==> src/rtl/branch_predict_unit.sv <==
// Direct-mapped BTB with per-entry saturating counters plus resolve-side mispredict/redirect check.
// Optional statistics counters are enabled by defining BRANCH_PREDICT_STATS_EN.
module branch_predict_unit #(
  parameter int AddressWidth = 10,
  parameter int Entries      = 16,
  parameter int CounterWidth = 2
) (
  input  logic                    clk_i,
  input  logic                    rst_i,
  input  logic [AddressWidth-1:0] fetch_pc_i,
  output logic                    pred_taken_o,
  output logic [AddressWidth-1:0] pred_target_o,
  input  logic                    resolve_valid_i,
  input  logic [AddressWidth-1:0] resolve_pc_i,
  input  logic                    resolve_jal_i,
  input  logic                    resolve_jalr_i,
  input  logic                    resolve_branch_i,
  input  logic                    resolve_taken_i,
  input  logic [AddressWidth-1:0] resolve_target_i,
  input  logic                    resolve_pred_taken_i,
  input  logic [AddressWidth-1:0] resolve_pred_target_i,
  output logic                    mispredict_o,
  output logic [AddressWidth-1:0] redirect_pc_o
`ifdef BRANCH_PREDICT_STATS_EN
  ,
  output logic [31:0]             stat_resolved_o,
  output logic [31:0]             stat_mispredict_o
`endif
);

  localparam int IdxW = $clog2(Entries);
  localparam int TagW = AddressWidth - 2 - IdxW;
  localparam logic [CounterWidth-1:0] CntMax  = '1;
  localparam logic [CounterWidth-1:0] CntInit = CounterWidth'(1) << (CounterWidth - 1);

  logic [Entries-1:0]      r_valid;
  logic [TagW-1:0]         r_tag     [Entries];
  logic [AddressWidth-1:0] r_target  [Entries];
  logic [CounterWidth-1:0] r_counter [Entries];

  logic [IdxW-1:0]         w_fetchIdx;
  logic [TagW-1:0]         w_fetchTag;
  logic                    w_fetchHit;
  logic [IdxW-1:0]         w_resIdx;
  logic [TagW-1:0]         w_resTag;
  logic                    w_resHit;
  logic                    w_actTaken;
  logic                    w_mispredict;
  logic [CounterWidth-1:0] w_cntCur;
  logic [CounterWidth-1:0] w_cntInc;
  logic [CounterWidth-1:0] w_cntDec;
  logic                    w_setValid;
  logic                    w_clrValid;
  logic                    w_cntWe;
  logic [CounterWidth-1:0] w_cntNext;
  logic                    w_entryWe;
  logic                    w_unused;

  // Word-aligned PCs: the two low bits never index or tag the table.
  assign w_unused = ^fetch_pc_i[1:0];

  assign w_fetchIdx = fetch_pc_i[2+IdxW-1:2];
  assign w_fetchTag = fetch_pc_i[AddressWidth-1:2+IdxW];
  assign w_fetchHit = r_valid[w_fetchIdx] && (r_tag[w_fetchIdx] == w_fetchTag);

  assign pred_taken_o  = w_fetchHit & r_counter[w_fetchIdx][CounterWidth-1];
  assign pred_target_o = pred_taken_o ? r_target[w_fetchIdx] : '0;

  assign w_resIdx = resolve_pc_i[2+IdxW-1:2];
  assign w_resTag = resolve_pc_i[AddressWidth-1:2+IdxW];
  assign w_resHit = r_valid[w_resIdx] && (r_tag[w_resIdx] == w_resTag);

  assign w_actTaken   = resolve_jal_i | resolve_jalr_i | (resolve_branch_i & resolve_taken_i);
  assign w_mispredict = resolve_valid_i &
                        ((w_actTaken != resolve_pred_taken_i) |
                         (w_actTaken & (resolve_target_i != resolve_pred_target_i)));

  assign mispredict_o  = w_mispredict;
  assign redirect_pc_o = !w_mispredict ? '0 :
                         w_actTaken    ? resolve_target_i :
                                         resolve_pc_i + AddressWidth'(4);

  assign w_cntCur = r_counter[w_resIdx];
  assign w_cntInc = (w_cntCur == CntMax) ? CntMax : w_cntCur + CounterWidth'(1);
  assign w_cntDec = (w_cntCur == '0) ? '0 : w_cntCur - CounterWidth'(1);

  // Decide what the resolving instruction does to its table entry this edge.
  always_comb begin
    w_setValid = 1'b0;
    w_clrValid = 1'b0;
    w_cntWe    = 1'b0;
    w_cntNext  = w_cntCur;
    w_entryWe  = 1'b0;
    if (resolve_valid_i) begin
      if (resolve_jal_i) begin
        w_setValid = 1'b1;
        w_entryWe  = 1'b1;
        w_cntWe    = 1'b1;
        w_cntNext  = CntMax;
      end else if (resolve_jalr_i) begin
        w_clrValid = w_resHit;
      end else if (resolve_branch_i) begin
        if (w_resHit) begin
          w_cntWe   = 1'b1;
          w_cntNext = resolve_taken_i ? w_cntInc : w_cntDec;
          w_entryWe = resolve_taken_i;
        end else if (resolve_taken_i) begin
          w_setValid = 1'b1;
          w_entryWe  = 1'b1;
          w_cntWe    = 1'b1;
          w_cntNext  = CntInit;
        end
      end else begin
        // A hit on something that is no longer a control-flow instruction is stale.
        w_clrValid = w_resHit;
      end
    end
  end

  always_ff @(posedge clk_i) begin
    if (rst_i) begin
      r_valid <= '0;
      for (int i = 0; i < Entries; i++) begin
        r_counter[i] <= '0;
      end
    end else begin
      if (w_setValid) begin
        r_valid[w_resIdx] <= 1'b1;
      end else if (w_clrValid) begin
        r_valid[w_resIdx] <= 1'b0;
      end
      if (w_cntWe) begin
        r_counter[w_resIdx] <= w_cntNext;
      end
    end
  end

  // Tags and targets are qualified by the valid bit, so they need no reset.
  always_ff @(posedge clk_i) begin
    if (!rst_i && w_entryWe) begin
      r_tag[w_resIdx]    <= w_resTag;
      r_target[w_resIdx] <= resolve_target_i;
    end
  end

`ifdef BRANCH_PREDICT_STATS_EN
  logic [31:0] r_statResolved;
  logic [31:0] r_statMispredict;

  always_ff @(posedge clk_i) begin
    if (rst_i) begin
      r_statResolved   <= '0;
      r_statMispredict <= '0;
    end else begin
      if (resolve_valid_i) begin
        r_statResolved <= r_statResolved + 32'd1;
      end
      if (w_mispredict) begin
        r_statMispredict <= r_statMispredict + 32'd1;
      end
    end
  end

  assign stat_resolved_o   = r_statResolved;
  assign stat_mispredict_o = r_statMispredict;
`endif

endmodule

==> config.mk <==
export PLATFORM = sky130hd
export DESIGN_NAME = branch_predict_unit
export DESIGN_NICKNAME = d
export VERILOG_FILES = /design/src/rtl/branch_predict_unit.sv
export SDC_FILE = /design/constraint.sdc
export NUM_CORES = 1
export LEC_CHECK = 0
export ABC_AREA = 1
export CELL_PAD_IN_SITES_DETAIL_PLACEMENT = 1
export CELL_PAD_IN_SITES_GLOBAL_PLACEMENT = 2
export CORE_MARGIN = 2
export CORE_UTILIZATION = 42
export DETAILED_ROUTE_END_ITERATION = 16
export PLACE_DENSITY_LB_ADDON = 0.1
export SLEW_MARGIN = 25
export SYNTH_ARGS = -nofsm -noshare
export SYNTH_HDL_FRONTEND = slang
export SYNTH_SLANG_ARGS = --single-unit
==> constraint.sdc <==
create_clock -name clk_i -period 5.9 [get_ports clk_i]
set_input_delay 1.18 -clock clk_i [delete_from_list [all_inputs] [get_ports clk_i]]
set_output_delay 1.18 -clock clk_i [all_outputs]
set_load 0.005 [all_outputs]
==> results.sh <==
export IMPL_syn_area_per_cell_um2=9.68
export IMPL_antenna_found_initial=0
export IMPL_cp_arrival_ps=4140
export IMPL_insertion_delay_ps=600
export IMPL_ant_nets=0
export IMPL_dp_hpwl_um=27500
export IMPL_io_buffers=67
export IMPL_cts_buffers=30
export IMPL_synth_compound_area_share_pct=11.4
export IMPL_clkPwrFrac_pct=43.6
export IMPL_start_util_pct=42.5
export IMPL_setup_tns_ps=0
export IMPL_cp_depth=10
export IMPL_track_usage_pct=27.0
export IMPL_synth_edff_count=256
export IMPL_syn_to_final_growth_pct=18.2
export IMPL_place_congestion=0.779
export IMPL_start_kind="primary input"
export IMPL_cp_required_ps=4720
export IMPL_yosysUniqueCellTypes=36
export IMPL_postRouteWirelength_um=44100
export IMPL_ff2ff_setup_slack_ps=3100
export IMPL_finalClockSkew_ps=54.9
export IMPL_h_tree_depth=1
export IMPL_drc_errors=0
export IMPL_hold_viol=0
export IMPL_crit_buf_inv=4
export IMPL_worst_path_largest_cell_delay_ps=770
export IMPL_cts_resized_gates=0
export IMPL_cts_tree="done"
export IMPL_synth_top_area_share_pct=59.1
export IMPL_path_clk_slew_ps=60
export IMPL_total_leakage_power_uw=0.00560
export IMPL_synth_xor_area_share_pct=0.673
export IMPL_peakVddDrop_uv=255
export IMPL_path_delay_family="buffers and inverters"
export IMPL_post_place_ws_ps=601
export IMPL_crit_fanout=72
export IMPL_ys_warn_count=0
export IMPL_synth_area_leaders="edfxtp_1, nand2_1, nor2_1"
export IMPL_syn_inst=1345
export IMPL_status="complete, no violations"
export IMPL_critPathMostFrequentCell="buf_4"
export IMPL_cp_slowest_cell="buf_4"
export IMPL_via_count=10600
export IMPL_critPathCapture="pred_target_o[1]"
export IMPL_post_cts_buffers=0
export IMPL_cts_sinks=272
export IMPL_ys_flop_type="edfxtp_1"
export IMPL_grt_max_degree=73
export IMPL_switchingPower_uw=1120
export IMPL_p_per_area_mw_per_mm2=300
export IMPL_max_slew_worst_pin_slew_ps=1020
export IMPL_rsz0062_at_grt="false"
export IMPL_hold_buffers=0
export IMPL_die_width_um=180
export IMPL_die_y_um=180
export IMPL_io_pins=70
export IMPL_timing_fmax_mhz=188
export IMPL_r2r_start="r_tag[4][3]"
export IMPL_core_mm2=0.0306
export IMPL_drtIter0Drc=921
export IMPL_critical_path_cell_chain="buf_4 > buf_4 > buf_4 > nand2_1 > a32o_1 > o21ai_0 > a21oi_1 > a31o_2 > nor2_1 > clkdlybuf4s50_1"
export IMPL_period_minus_slack_ps=5320
export IMPL_seqPwrFrac_pct=46.3
export IMPL_pwr_share_comb_pct=10.0
export IMPL_synth_adder_area_share_pct=0.385
export IMPL_synthArstFlopShare_pct=0
export IMPL_synth_top_family_by_area="simple AND/OR/NAND/NOR gates"
export IMPL_grt_pass1_vias=10900
export IMPL_clockBufferDepth=3
export IMPL_synth_seq_cells=272
export IMPL_diodes=0
export IMPL_die_area_mm2=0.0324
export IMPL_synth_top_cell_by_area="edfxtp_1"
export IMPL_crit_type="in2out"
export IMPL_seq_area_frac_synth_pct=61.5
export IMPL_wl_per_cell_um=24.0
export IMPL_slew_viol_final=0
export IMPL_crit_path_end_kind="output port"
export IMPL_nets=1475
export IMPL_synth_commonest_cells="nand2_1, edfxtp_1, nor2_1"
export IMPL_reg2reg_to="r_counter[12][0]"
export IMPL_synth_area_mm2=0.0130
export IMPL_maxCapViolations=0
export IMPL_synthMuxAreaShare_pct=0
export IMPL_power_internal_uw=3490
export IMPL_row_count=64
export IMPL_reg2reg_depth=13
export IMPL_drt_first_pass_iters=5
export IMPL_setup_viol=0
export IMPL_relSlewSlack_pct=31.6
export IMPL_switching_share_pct=24.3
export IMPL_synth_fp_nets=1397
export IMPL_startpoint="fetch_pc_i[2]"
export IMPL_yosys_area_share_simple_pct=20.4
export IMPL_period_share_pct=90.1
export IMPL_setup_ws_ps=583
export IMPL_drive_gt1_share_pct=10.6
export IMPL_cts_root_buf="clkbuf_16"
export IMPL_synth_most_common_cell="nand2_1"
export IMPL_min_path_type="reg2reg"
export IMPL_grt_overflow_total=0
export IMPL_grt_pass1_wl_um=66400
export IMPL_vias_per_cell=5.76
## cell usage in the layout (no fill, tap or decap), types with 4 or more instances in the layout
| master | count |
|---|---|
| nor3_1 | 4 |
| clkinv_2 | 5 |
| o21ai_1 | 4 |
| a21oi_1 | 66 |
| dfxtp_1 | 16 |
| a31o_2 | 5 |
| bufinv_16 | 5 |
| o22ai_1 | 41 |
| inv_2 | 5 |
| clkinv_1 | 5 |
| nor2_1 | 178 |
| nand3_1 | 123 |
| edfxtp_1 | 256 |
| clkbuf_16 | 30 |
| xor2_1 | 10 |
| a32o_1 | 5 |
| clkdlybuf4s50_1 | 63 |
| nand3_2 | 11 |
| nor4_1 | 4 |
| nor3_2 | 15 |
| o21ai_0 | 130 |
| ha_1 | 4 |
| inv_1 | 86 |
| buf_4 | 59 |
| nand4_1 | 19 |
| o211ai_1 | 5 |
| clkbuf_1 | 8 |
| nand2_1 | 257 |
| clkbuf_8 | 5 |
## worst min path at each step
stage | from | endpoint | slack, ps | depth (start not counted)
after floorplan | flop | flop | 450 | 2
final | flop | flop | 490 | 2
after CTS | flop | flop | 490 | 2
after global routing | flop | flop | 500 | 2
after global placement | flop | flop | 470 | 2
after detailed placement | flop | flop | 480 | 2
## registers in the layout, summed over array words and instances, names as in the netlist, named ones only
name,count
r_target,160
r_tag,64
r_counter,32
## power groups by stage
stage / combinational [µW] / sequential [µW] / clock (µW)
after global placement: 449 / 2180 / 0
after detailed placement: 456 / 2180 / 0
after CTS: 461 / 2140 / 2030
final: 462 / 2140 / 2010
after global routing: 503 / 2140 / 2110
after floorplan: 247 / 2180 / 0
## kinds of logic after synthesis
logic type                 count (synthesis)
and+or+nand+nor                          618
DFF                                      272
AOI/OAI and AO/OA                        267
buffers and inverters                    174
xor gates and xnor gates                  10
adders and majority gates                  4
## tightest hold or removal path, stage by stage (launching register included)
cell	delay, ps
dfxtp_1	320
nand2_1	70
a21oi_1	50
## metrics by stage
stage | hold WS (ps) | util [%] | power [µW] | area [µm²] | instances
5_1_grt | 496 | 50.3 | 4750 | 15400 | 1843
3_3_place_gp | 468 | 46.8 | 2630 | 14300 | 1787
3_5_place_dp | 477 | 46.8 | 2640 | 14300 | 1787
6_report | 488 | 50.3 | 4620 | 15400 | 1843
4_1_cts | 486 | 50.3 | 4630 | 15400 | 1843
2_1_floorplan | 454 | - | 2420 | 13000 | 1345
## area by class of cell
class                   instances  area (µm²)
clock buffers                  43         850
clock inverters                13         216
fillers                      3437       15200
inverters                      95         357
multi-input cells             899        4360
flip-flops and latches        272        8010
well taps                     396         495
repair buffers                125        1090
## per-layer routing
| metal | up-vias | global-route usage [%] | routed length, µm |
|---|---|---|---|
| met2 | 372 | 44.3 | 20700 |
| met5 | - | 0 | 0 |
| met3 | 66 | 3.62 | 2750 |
| met1 | 5311 | 37.9 | 19700 |
| met4 | 0 | 7.61 | 1040 |
| li1 | 4860 | - | - |
(Power assumes the default switching activity.)
